===== config.mk =====
export PLATFORM = sky130hd
export DESIGN_NAME = alu_seq_flat
export DESIGN_NICKNAME = d
export VERILOG_FILES = /design/src/rtl/alu_seq_if.sv /design/src/rtl/alu_seq.sv /design/src/flat_wrapper.sv
export SDC_FILE = /design/constraint.sdc
export NUM_CORES = 1
export LEC_CHECK = 0
export CAP_MARGIN = 40
export CORE_MARGIN = 5
export CORE_UTILIZATION = 45
export DETAILED_ROUTE_END_ITERATION = 6
export GPL_ROUTABILITY_DRIVEN = 1
export PLACE_DENSITY = 0.72
export SLEW_MARGIN = 20
export SYNTH_ARGS = -nofsm -noshare
export SYNTH_HDL_FRONTEND = slang
export SYNTH_SLANG_ARGS = --single-unit

===== constraint.sdc =====
create_clock -name clk -period 3.5 [get_ports clk]
set_input_delay 0.7 -clock clk [delete_from_list [all_inputs] [get_ports clk]]
set_output_delay 0.7 -clock clk [all_outputs]
set_load 0.01 [all_outputs]

===== src/rtl/alu_seq_if.sv =====
// Handshake and data bundle between the control unit and the sequential ALU.
// The control unit drives the request side; the ALU returns busy/done and the
// registered result, product high half, status flags and illegal-op marker.
interface alu_seq_if #(
    parameter int W = 32
);
    logic         start;
    logic [3:0]   op;
    logic [W-1:0] a;
    logic [W-1:0] b;
    logic         stswrite;
    logic         busy;
    logic         done;
    logic [W-1:0] result;
    logic [W-1:0] result_hi;
    logic [3:0]   status;
    logic         illegal;

    modport master (
        output start, op, a, b, stswrite,
        input  busy, done, result, result_hi, status, illegal
    );

    modport slave (
        input  start, op, a, b, stswrite,
        output busy, done, result, result_hi, status, illegal
    );
endinterface


===== src/rtl/alu_seq.sv =====
// Registered, parametrised ALU with a start/busy/done handshake.
// Single-cycle ops complete on the edge after accept; MUL runs a shift-add
// sequence of W iterations so the control unit can stall the pipeline.
// status = {carry, zero, negative, overflow}, written only on done when the
// accepted request had stswrite set.
module alu_seq #(
    parameter int W = 32
) (
    input  logic       clk,
    input  logic       reset_n,
    alu_seq_if.slave   bus
);
    localparam int SW = $clog2(W);
    localparam logic [SW-1:0] LAST_ITER = SW'(W - 1);

    localparam logic [3:0] OP_AND = 4'b0000;
    localparam logic [3:0] OP_OR  = 4'b0001;
    localparam logic [3:0] OP_ADD = 4'b0010;
    localparam logic [3:0] OP_XOR = 4'b0011;
    localparam logic [3:0] OP_SRL = 4'b0100;
    localparam logic [3:0] OP_SLL = 4'b0101;
    localparam logic [3:0] OP_SUB = 4'b0110;
    localparam logic [3:0] OP_SLT = 4'b0111;
    localparam logic [3:0] OP_MUL = 4'b1000;

    typedef enum logic {
        S_IDLE,
        S_MUL
    } state_t;

    state_t         state;
    logic [W-1:0]   mcand;
    logic [W-1:0]   mplier;
    logic [2*W-1:0] acc;
    logic [SW-1:0]  iter;
    logic           stsLatched;

    logic [W:0]     addSum;
    logic [W:0]     subDiff;
    logic           addOvf;
    logic           subOvf;

    logic [W-1:0]   aluRes;
    logic           aluCarry;
    logic           aluOvf;
    logic           aluIllegal;

    logic [W:0]     mulSum;
    logic [2*W-1:0] mulNext;
    logic [2*W-1:0] mulFirst;

    assign addSum  = {1'b0, bus.a} + {1'b0, bus.b};
    assign subDiff = {1'b0, bus.a} + {1'b0, ~bus.b} + {{W{1'b0}}, 1'b1};
    assign addOvf  = (bus.a[W-1] == bus.b[W-1]) && (addSum[W-1] != bus.a[W-1]);
    assign subOvf  = (bus.a[W-1] != bus.b[W-1]) && (subDiff[W-1] != bus.a[W-1]);

    // One shift-add step: conditionally add the multiplicand into the upper
    // half with a W+1-bit sum so its carry survives the right shift.
    assign mulSum  = {1'b0, acc[2*W-1:W]} + (mplier[0] ? {1'b0, mcand} : {(W+1){1'b0}});
    assign mulNext = {mulSum, acc[W-1:1]};

    // The first iteration is folded into the accept edge (accumulator starts
    // cleared), so the W-th iteration lands W cycles after accept.
    assign mulFirst = {(bus.b[0] ? {1'b0, bus.a} : {(W+1){1'b0}}), {(W-1){1'b0}}};

    // Combinational result and flags for the single-cycle operations.
    always_comb begin
        aluRes     = '0;
        aluCarry   = 1'b0;
        aluOvf     = 1'b0;
        aluIllegal = 1'b0;
        case (bus.op)
            OP_AND: aluRes = bus.a & bus.b;
            OP_OR:  aluRes = bus.a | bus.b;
            OP_XOR: aluRes = bus.a ^ bus.b;
            OP_ADD: begin
                aluRes   = addSum[W-1:0];
                aluCarry = addSum[W];
                aluOvf   = addOvf;
            end
            OP_SUB: begin
                aluRes   = subDiff[W-1:0];
                aluCarry = subDiff[W];
                aluOvf   = subOvf;
            end
            OP_SLT: aluRes = {{(W-1){1'b0}}, subDiff[W-1] ^ subOvf};
            OP_SLL: aluRes = bus.a << bus.b[SW-1:0];
            OP_SRL: aluRes = bus.a >> bus.b[SW-1:0];
            default: aluIllegal = 1'b1;
        endcase
    end

    // Handshake FSM, multiply sequencer and all registered outputs.
    always_ff @(posedge clk or negedge reset_n) begin
        if (!reset_n) begin
            state         <= S_IDLE;
            bus.busy      <= 1'b0;
            bus.done      <= 1'b0;
            bus.result    <= '0;
            bus.result_hi <= '0;
            bus.status    <= 4'b0000;
            bus.illegal   <= 1'b0;
            mcand         <= '0;
            mplier        <= '0;
            acc           <= '0;
            iter          <= '0;
            stsLatched    <= 1'b0;
        end else begin
            case (state)
                S_IDLE: begin
                    bus.done <= 1'b0;
                    if (bus.start) begin
                        if (bus.op == OP_MUL) begin
                            state      <= S_MUL;
                            bus.busy   <= 1'b1;
                            mcand      <= bus.a;
                            mplier     <= bus.b >> 1;
                            acc        <= mulFirst;
                            iter       <= SW'(1);
                            stsLatched <= bus.stswrite;
                        end else begin
                            bus.done      <= 1'b1;
                            bus.result    <= aluRes;
                            bus.result_hi <= '0;
                            bus.illegal   <= aluIllegal;
                            if (bus.stswrite) begin
                                bus.status <= aluIllegal ? 4'b0100 :
                                              {aluCarry, (aluRes == '0), aluRes[W-1], aluOvf};
                            end
                        end
                    end
                end
                S_MUL: begin
                    acc    <= mulNext;
                    mplier <= mplier >> 1;
                    iter   <= iter + SW'(1);
                    if (iter == LAST_ITER) begin
                        state         <= S_IDLE;
                        bus.busy      <= 1'b0;
                        bus.done      <= 1'b1;
                        bus.result    <= mulNext[W-1:0];
                        bus.result_hi <= mulNext[2*W-1:W];
                        bus.illegal   <= 1'b0;
                        if (stsLatched) begin
                            bus.status <= {1'b0, (mulNext == '0), mulNext[W-1], 1'b0};
                        end
                    end
                end
                default: state <= S_IDLE;
            endcase
        end
    end
endmodule


===== src/flat_wrapper.sv =====
// flat-port wrapper written by rule: the top's interface ports become plain ports
module alu_seq_flat 
#(
    parameter int W = 32
)
  (clk, reset_n, bus_start, bus_op, bus_a, bus_b, bus_stswrite, bus_busy, bus_done, bus_result, bus_result_hi, bus_status, bus_illegal);
  alu_seq_if #(.W(W)) bus_i ();
  input  logic clk;
  input  logic reset_n;
  input wire logic [$bits(bus_i.start)-1:0] bus_start;
  input wire logic [$bits(bus_i.op)-1:0] bus_op;
  input wire logic [$bits(bus_i.a)-1:0] bus_a;
  input wire logic [$bits(bus_i.b)-1:0] bus_b;
  input wire logic [$bits(bus_i.stswrite)-1:0] bus_stswrite;
  output wire logic [$bits(bus_i.busy)-1:0] bus_busy;
  output wire logic [$bits(bus_i.done)-1:0] bus_done;
  output wire logic [$bits(bus_i.result)-1:0] bus_result;
  output wire logic [$bits(bus_i.result_hi)-1:0] bus_result_hi;
  output wire logic [$bits(bus_i.status)-1:0] bus_status;
  output wire logic [$bits(bus_i.illegal)-1:0] bus_illegal;
  assign bus_i.start = bus_start;
  assign bus_i.op = bus_op;
  assign bus_i.a = bus_a;
  assign bus_i.b = bus_b;
  assign bus_i.stswrite = bus_stswrite;
  assign bus_busy = bus_i.busy;
  assign bus_done = bus_i.done;
  assign bus_result = bus_i.result;
  assign bus_result_hi = bus_i.result_hi;
  assign bus_status = bus_i.status;
  assign bus_illegal = bus_i.illegal;
  alu_seq #(.W(W)) u_core (.clk(clk), .reset_n(reset_n), .bus(bus_i));
endmodule

; Word-level counts from Yosys, hierarchy flattened
; Index checks and enable logic that the tools add are counted.
[totals]
ff_bits = 206
in_bits = 72
out_inout_bits = 71
[op_classes]
addsub = 5
eq_ne = 19
shift = 2
mux = 45
bitwise = 6
reduce_logical = 11
[op_table]
columns = cell, n
row1 = $mux 32, 10
row2 = $pmux 32 s8, 1
row3 = $pmux 32 s2, 3
row4 = $mux 64, 2
row5 = $pmux 64 s2, 1
row6 = $add 32x32->33, 2
row7 = $logic_not 64->1, 1
row8 = $add 32x33->33, 1
row9 = $add 33x1->33 const B, 1
row10 = $and 32x32->32, 1
row11 = $logic_not 32->1, 1
row12 = $not 32->32, 1
row13 = $or 32x32->32, 1
row14 = $shl 32x5->32, 1
row15 = $shr 32x5->32, 1
row16 = $xor 32x32->32, 1
row17 = $mux 4, 6
row18 = $eq 4x3->1 const B, 4
row19 = $mux 1, 12
row20 = $pmux 1 s2, 6
row21 = $mux 5, 2
row22 = $ne 2x2->1 const B, 5
row23 = $pmux 5 s2, 1
row24 = $reduce_and 3->1, 3
row25 = 16 further kinds, 20

; Longest topological paths before layout
[logic_depth]
word_depth = 13
ltp_mapped = 27
mapped_depth_nobuf = 24

; Worst setup path after synthesis
; Ideal clock, no wire load.
[synth_timing]
kind = input port to flip-flop
startpoint = input port bus_b[2]
endpoint = register u_core.bus.status[2]
arrival_time_ps = 5068
setup_slack_ps = -1660
cell_stages = 27
n_path_buf = 3
path_cell_list = inv_2 > buf_2 > buf_2 > ha_1 > buf_4 > inv_1 > nand3_1 > a211oi_1 > o21ai_1 > a311oi_1 > a211oi_1 > nor2_1 > nor2_1 > o21bai_1 > a21oi_1 > o21ai_0 > fa_1 > o22ai_1 > a2bb2oi_1 > o221a_2 > o221a_2 > nand4_1 > nor4_2 > nand4_1 > nor4_1 > nand4_1 > o31ai_2
[synth_via]
elab_chain_len = 13
[synth_lines]
columns = item, line_no
row1 = start: declaration, flat_wrapper.sv:13  ; input wire logic [$bits(bus_i.b)-1:0] bus_b;
row2 = $not 32->32, alu_seq.sv:53  ; assign subDiff = {1'b0, bus.a} + {1'b0, ~bus.b} + {{W{1'b0}}, 1'b1};
row3 = $add 32x32->33, alu_seq.sv:53
row4 = $add 33x1->33, alu_seq.sv:53
row5 = $ne 1x1->1, alu_seq.sv:55  ; assign subOvf = (bus.a[W-1] != bus.b[W-1]) && (subDiff[W-1] != bus.a[W-1]);
row6 = $logic_and 1x1->1, alu_seq.sv:55
row7 = $xor 1x1->1, alu_seq.sv:86  ; OP_SLT: aluRes = {{(W-1){1'b0}}, subDiff[W-1] ^ subOvf};
row8 = $pmux 32 s8 (*), alu_seq.sv:72  ; case (bus.op)
row9 = $logic_not 32->1 (*), alu_seq.sv:128  ; {aluCarry, (aluRes == '0), aluRes[W-1], aluOvf};
row10 = $mux 4 (*), alu_seq.sv:127  ; bus.status <= aluIllegal ? 4'b0100 :
row11 = $mux 4 (*), alu_seq.sv:126  ; if (bus.stswrite) begin
row12 = $mux 4 (*), alu_seq.sv:113  ; if (bus.op == OP_MUL) begin
row13 = $mux 4 (*), alu_seq.sv:112  ; if (bus.start) begin
row14 = $pmux 4 s2 (*), alu_seq.sv:109  ; case (state)
row15 = end signal: assignment, alu_seq.sv:127
row16 = end signal: assignment, alu_seq.sv:145  ; bus.status <= {1'b0, (mulNext == '0), mulNext[W-1], 1'b0};
row17 = end: declaration, alu_seq_if.sv:26  ; output busy, done, result, result_hi, status, illegal
; Every way passes the cells marked *; elsewhere a longest branch is shown, timed or not. The select of a mux whose other input is x is not followed.
; A chain may end at the register's enable or synchronous reset.

; Worst setup path in the final report
[layout_timing]
startpoint = input port bus_b[7]
endpoint = register u_core.bus.status[2]
; Same word-level chain as after synthesis.

==> flow_metrics.env <==
export IMPL_cts_tree="yes"
export IMPL_place_area_mm2=0.02745
export IMPL_clk_pin_slew_ns=0.06
export IMPL_worstPathRequired_ns=3.96
export IMPL_via_count=25470
export IMPL_tns_ns=-4.193
export IMPL_synthAdderAreaFrac_pct=8.589
export IMPL_cts_root_buf="clkbuf_16"
export IMPL_grt_pass1_vias=24810
export IMPL_power_density_mw_per_mm2=518.9
export IMPL_grt_max_degree=103
export IMPL_p_int_w=0.008992
export IMPL_grt_overflow=0
export IMPL_synth_compound_area_share_pct=27.39
export IMPL_worstPathArrival_ns=5.00
export IMPL_start_kind="input pin"
export IMPL_yosysSeqAreaShare_pct=25.50
export IMPL_r2r_start="u_core.mplier[0]"
export IMPL_via_per_inst=6.359
export IMPL_p_leak_nw=14.30
export IMPL_fin_skew_ns=0.02074
export IMPL_grt_setup_unrepaired="yes"
export IMPL_layout_common_cells="buf_4 (799), nand2_1 (291), o21ai_0 (207)"
export IMPL_postRouteAntennaNets=0
export IMPL_h_tree_depth=1
export IMPL_cts_buffer_depth=3
export IMPL_max_freq_mhz=220.3
export IMPL_post_route_period_util_pct=129.7
export IMPL_violations="negative setup slack"
export IMPL_cts_sinks=204
export IMPL_outcome="complete, but fails checks"
export IMPL_ys_warn_count=0
export IMPL_multi_input_comb_area_mm2=0.01524
export IMPL_area_growth_pct=53.63
export IMPL_synth_cell_type_count=98
export IMPL_endpoint_kind="register"
export IMPL_totalWireLength_um=110300
export IMPL_p_seq_share_pct=24.6
export IMPL_drt_initial_drc_count=3250
export IMPL_reg2reg_depth=14
export IMPL_p_sw_share_pct=43.65
export IMPL_finalCriticalPeriod_ns=4.540
export IMPL_gp_congestion=1.078
export IMPL_synth_top_family_by_area="compound AO/OA/AOI/OAI gates"
export IMPL_comb_power_share_pct=59.2
export IMPL_critPathMostFrequentCell="nand4_1"
export IMPL_nFillCells=3429
export IMPL_fin_area_mm2=0.03075
export IMPL_muxShareOfSynthArea_pct=10.46
export IMPL_regToRegSetupSlack_ns=-0.84
export IMPL_slew_viol_final=0
export IMPL_min_path_type="in2async"
export IMPL_cpPeakStageDelay_ns=0.35
export IMPL_synth_enable_flop_cells=0
export IMPL_rr_endpoint="u_core.bus.status[2]"
export IMPL_syn_avg_cell_area_um2=7.874
export IMPL_core_area_mm2=0.04412
export IMPL_synth_seq_cells=204
export IMPL_synth_xor_xnor_area_share_pct=1.750
export IMPL_final_common_cell="buf_4"
export IMPL_drtPass1Iterations=7
export IMPL_tightest_slew_ns=0.9028
export IMPL_dp_hpwl_um=85800
export IMPL_initial_core_util_pct=45.36
export IMPL_grt_total_usage_pct=41.89
export IMPL_ys_flop_type="dfrtp_1"
export IMPL_final_setup_worst_slack_ns=-1.040
export IMPL_setup_viol=16
export IMPL_grt_pass1_wl_um=158200
export IMPL_layout_nets=3606
export IMPL_switchingPower_w=0.006965
export IMPL_ioPinCount=143
export IMPL_ff_latch_area_mm2=0.005109
export IMPL_fin_util_pct=69.69
export IMPL_ctsHoldBuffers=0
export IMPL_antenna_cells=0
export IMPL_crit_slowest_cell="a311oi_4"
export IMPL_layout_drive_gt1_share_pct=36.97
export IMPL_criticalPathCategory="in2reg"
export IMPL_p_total_w=0.01596
export IMPL_synth_nets=2749
export IMPL_rows=77
export IMPL_avgRoutedWirePerCell_um=27.53
export IMPL_p_clk_share_pct=16.2
export IMPL_vdd_drop_max_uv=773.3
export IMPL_insertion_delay_ns=0.56
export IMPL_synthSimpleGateAreaFrac_pct=19.92
export IMPL_dieArea_mm2=0.04880
export IMPL_synthArstFlopShare_pct=100.0
export IMPL_final_hold_violation_count=0
export IMPL_antenna_found_initial=1
export IMPL_port_buffers=142
export IMPL_die_w_um=220.9
export IMPL_cp_max_fo=3
export IMPL_syn_area_mm2=0.02002
export IMPL_cts_made_buffers=25
export IMPL_dieHeight_um=220.9
export IMPL_max_slew_margin_rel_pct=39.81
export IMPL_drc_errors=0
export IMPL_maxCapViolCount=0
export IMPL_pre_cts_slack_ns=-2.117
export IMPL_synthCells=2542
==> power by group through the flow <==
stage	Clock [W]	Sequential (W)	Combinational [W]
finish	0.00259	0.00392	0.00945
global route	0.00271	0.00399	0.00999
CTS	0.00261	0.00385	0.00856
detailed placement	0	0.00387	0.00822
global placement	0	0.00381	0.00802
floorplan	0	0.00379	0.00395
==> sequential cells by signal, indices dropped and copies added, names as in the netlist <==
register	count
u_core.bus.result	32
u_core.bus.busy	1
u_core.iter	5
u_core.bus.illegal	1
u_core.acc	63
u_core.stsLatched	1
u_core.state	1
u_core.mplier	31
u_core.mcand	32
u_core.bus.done	1
u_core.bus.status	4
u_core.bus.result_hi	32
==> final cells by class <==
class                   instances  share of cell area, %
clock buffers                  32                  2.185
clock inverters                10                 0.3866
inverters                     131                  1.717
multi-input cells            2034                  49.56
flip-flops and latches        204                  16.61
well taps                     592                  2.409
repair buffers               1003                  27.12
==> worst max path at each step <==
stage                        start                   end  slack (ns)  cells after the start
final                     bus_b[7]  u_core.bus.status[2]       -1.04                     25
after global routing      bus_b[7]  u_core.bus.status[2]       -1.24                     25
after CTS                 bus_b[1]  u_core.bus.status[2]       -0.90                     25
after detailed placement  bus_b[4]  u_core.bus.status[2]       -2.12                     25
after global placement    bus_b[4]  u_core.bus.status[2]       -1.99                     25
after floorplan           bus_b[1]  u_core.bus.status[2]       -1.28                     27
==> stage by stage <==
stage | cells | hold slack (ns)
2_1_floorplan | 2542 | 0.4044
3_3_place_gp | 3885 | 0.4552
3_5_place_dp | 3887 | 0.4628
4_1_cts | 3960 | 0.2177
5_1_grt | 4006 | 0.2003
6_report | 4006 | 0.1156
==> worst max-delay path: cells and delay by family <==
kind                     cells  cell delay [ns]
AO/OA/AOI/OAI               12             2.11
AND/OR/NAND/NOR              9             1.38
adder cells (fa/ha/maj)      2             0.45
buffers and inverters        2             0.34
==> layer usage <==
metal / GRT usage (%) / share of wire (%) / vias up
li1: - / - / 11050
met1: 50.47 / 36 / 12230
met2: 67.20 / 45 / 1689
met3: 8.004 / 9.4 / 503
met4: 30.07 / 9.6 / 0
met5: 0 / 0 / -
==> Yosys cell counts (18+ instances only) <==
| cell | number | share of area, % |
|---|---|---|
| nand2_1 | 302 | 5.7 |
| o21ai_0 | 232 | 5.8 |
| dfrtp_1 | 204 | 26 |
| nor2_1 | 201 | 3.8 |
| a21oi_1 | 199 | 5.0 |
| ha_1 | 131 | 8.2 |
| inv_1 | 129 | 2.4 |
| mux2i_1 | 118 | 5.9 |
| clkbuf_1 | 111 | 2.1 |
| nor3_1 | 75 | 1.9 |
| nand3_1 | 68 | 1.7 |
| a211oi_1 | 49 | 1.8 |
| and2_1 | 49 | 1.5 |
| a21o_1 | 34 | 1.3 |
| buf_2 | 31 | 0.78 |
| nand2b_1 | 28 | 0.88 |
| mux4_2 | 26 | 2.9 |
| xnor2_1 | 26 | 1.1 |
| mux2_2 | 25 | 1.4 |
| nand4_1 | 23 | 0.72 |
| a221oi_1 | 22 | 0.96 |
| o211ai_1 | 22 | 0.83 |
| o22ai_1 | 21 | 0.66 |
| nor2b_1 | 20 | 0.63 |
| nor4_1 | 20 | 0.63 |
| a22o_1 | 19 | 0.83 |
| a31oi_1 | 19 | 0.59 |
| o31ai_1 | 18 | 0.68 |
==> cells by family after synthesis <==
logic type,Yosys count
adder cells (fa/ha/maj),135
buffers and inverters,304
AND/OR/NAND/NOR,852
multiplexers,173
XOR/XNOR,40
flip-flops,204
AO/OA/AOI/OAI,834
==> timing repair <==
item                                    4_1_cts  5_1_grt
pin swaps                                    83      103
cloned                                        0        3
endpoints found under the setup margin       41       41
setup buffers                                36       47
resized for setup                           282      252
(Power assumes the default switching activity.)
==> patch (same settings) <==
`W` is set to 32 in 3 places; all go to 16.
--- a/src/rtl/alu_seq_if.sv
+++ b/src/rtl/alu_seq_if.sv
@@ -4,3 +4,3 @@
 interface alu_seq_if #(
-    parameter int W = 32
+    parameter int W = 16
 );
--- a/src/rtl/alu_seq.sv
+++ b/src/rtl/alu_seq.sv
@@ -6,3 +6,3 @@
 module alu_seq #(
-    parameter int W = 32
+    parameter int W = 16
 ) (
--- a/src/flat_wrapper.sv
+++ b/src/flat_wrapper.sv
@@ -3,3 +3,3 @@
 #(
-    parameter int W = 32
+    parameter int W = 16
 )
Ports: changed (resized bus_a, bus_b, bus_result and bus_result_hi); port bits go from 143 to 79. No check against the original RTL was run, so the function may have changed too.
==> patch against the original RTL <==
- the run still ends with setup timing left
- global-route usage decreased by 13 points
- sequential cell count fell by 97
- utilization fell by 6.0 points
- fmax rose by 10%
- count of clock-buffer cells in the layout decreased by 23
- synthesized area decreased by 54%
- worst hold slack better by 0.26 ns
- setup slack gained 0.41 ns
- total power down 59%
- wire length decreased by 68%
- clock skew increased by 0.0034 ns
- cell area is 58% lower
- die area is 52% lower
- critical path type unchanged
- critical endpoint unchanged
- largest cell class unchanged
- largest power group unchanged
- highest routed layer unchanged
==> patch: results (changes against the original RTL) <==
finalSetupViolCount: 4  # was 16
synthAdderAreaFrac_pct: 9.88  # was 8.59%
yosys-top-cells-count: "119 x nand2_1, 107 x dfrtp_1, 88 x o21ai_0"  # was 302 x nand2_1, 232 x o21ai_0, 204 x dfrtp_1
drtIter0Drc: 999  # was 3250
cp.arrival_ns: 4.39  # was 5.00 ns
syn_area_per_cell_um2: 8.40  # was 7.87 um2
grt_pass1_vias: 9495  # was 24800
fin_nets: 1499  # was 3606
clkLatencyLatePin_ns: 0.37  # was 0.56 ns
vdd_drop_max_mv: 0.261  # was 0.773 mV
placed_area_mm2: 0.0121  # was 0.0275 mm2
synthMuxAreaShare_pct: 9.33  # was 10.5%
viasPerCell: 5.94  # was 6.36
tns_ns: -1.81  # was -4.19 ns
routedWlPerCell_um: 20.9  # was 27.5 um
largest_reg_flops: 31  # was 63
layout_setup_ws_ns: -0.628  # was -1.04 ns
h-tree-depth: 3  # was 1
synth_area_leaders: "dfrtp_1 29%, ha_1 9.0%, nand2_1 4.8%"  # was dfrtp_1 26%, ha_1 8.2%, mux2i_1 5.9%
power.switching_mw: 2.76  # was 6.96 mW
antenna_found_initial: 0  # was 1
skew_ns: 0.0241  # was 0.0207 ns
final_cells: 1663  # was 4006
violations: "setup timing"  # unchanged
grt_max_degree: 58  # was 103
powerDensity_mw_per_mm2: 506  # was 519 mW/mm2
dp_cells: 1631  # was 3887
io_buffers: 78  # was 142
routabilityCongestion: 1.02  # was 1.08
ys_seq_area_share_pct: 28.8  # was 25.5%
crit_start: "bus_a[3]"  # was bus_b[7]
slowest_stage: "or4b_4"  # was a311oi_4
fin_hold_ws_ns: 0.372  # was 0.116 ns
pwr-share-clk_pct: 16.5  # was 16.2%
synthXorXnorAreaFrac_pct: 2.17  # was 1.75%
status: "complete, but fails checks"  # unchanged
cts_setup_buffers: 13  # was 36
==> patch: changes by cell type after synthesis, moves of 26 or more <==
cell | before | now
mux2i_1 | 118 | 42
nand2_1 | 302 | 119
dfrtp_1 | 204 | 107
inv_1 | 129 | 63
o21ai_0 | 232 | 88
nand3_1 | 68 | 15
clkbuf_1 | 111 | 39
nor3_1 | 75 | 36
ha_1 | 131 | 67
a21oi_1 | 199 | 74
a211oi_1 | 49 | 21
and2_1 | 49 | 23
nor2_1 | 201 | 71
==> patch: per-layer routing <==
| metal | global-route usage (%) | wire (um) |
|---|---|---|
| met5 | 0 | 0 |
| met4 | 8.20 | 1020 |
| met3 | 5.12 | 2690 |
| met2 | 44.8 | 15700 |
| met1 | 40.9 | 15400 |
==> patch: layout make-up <==
class	instances	area [um2]
clock buffer	9	225
clock inverter	7	88.8
fill	1699	7380
inverter	68	283
multi-input combinational	861	6490
sequential	107	2680
tap	270	338
timing repair buffer	341	2820
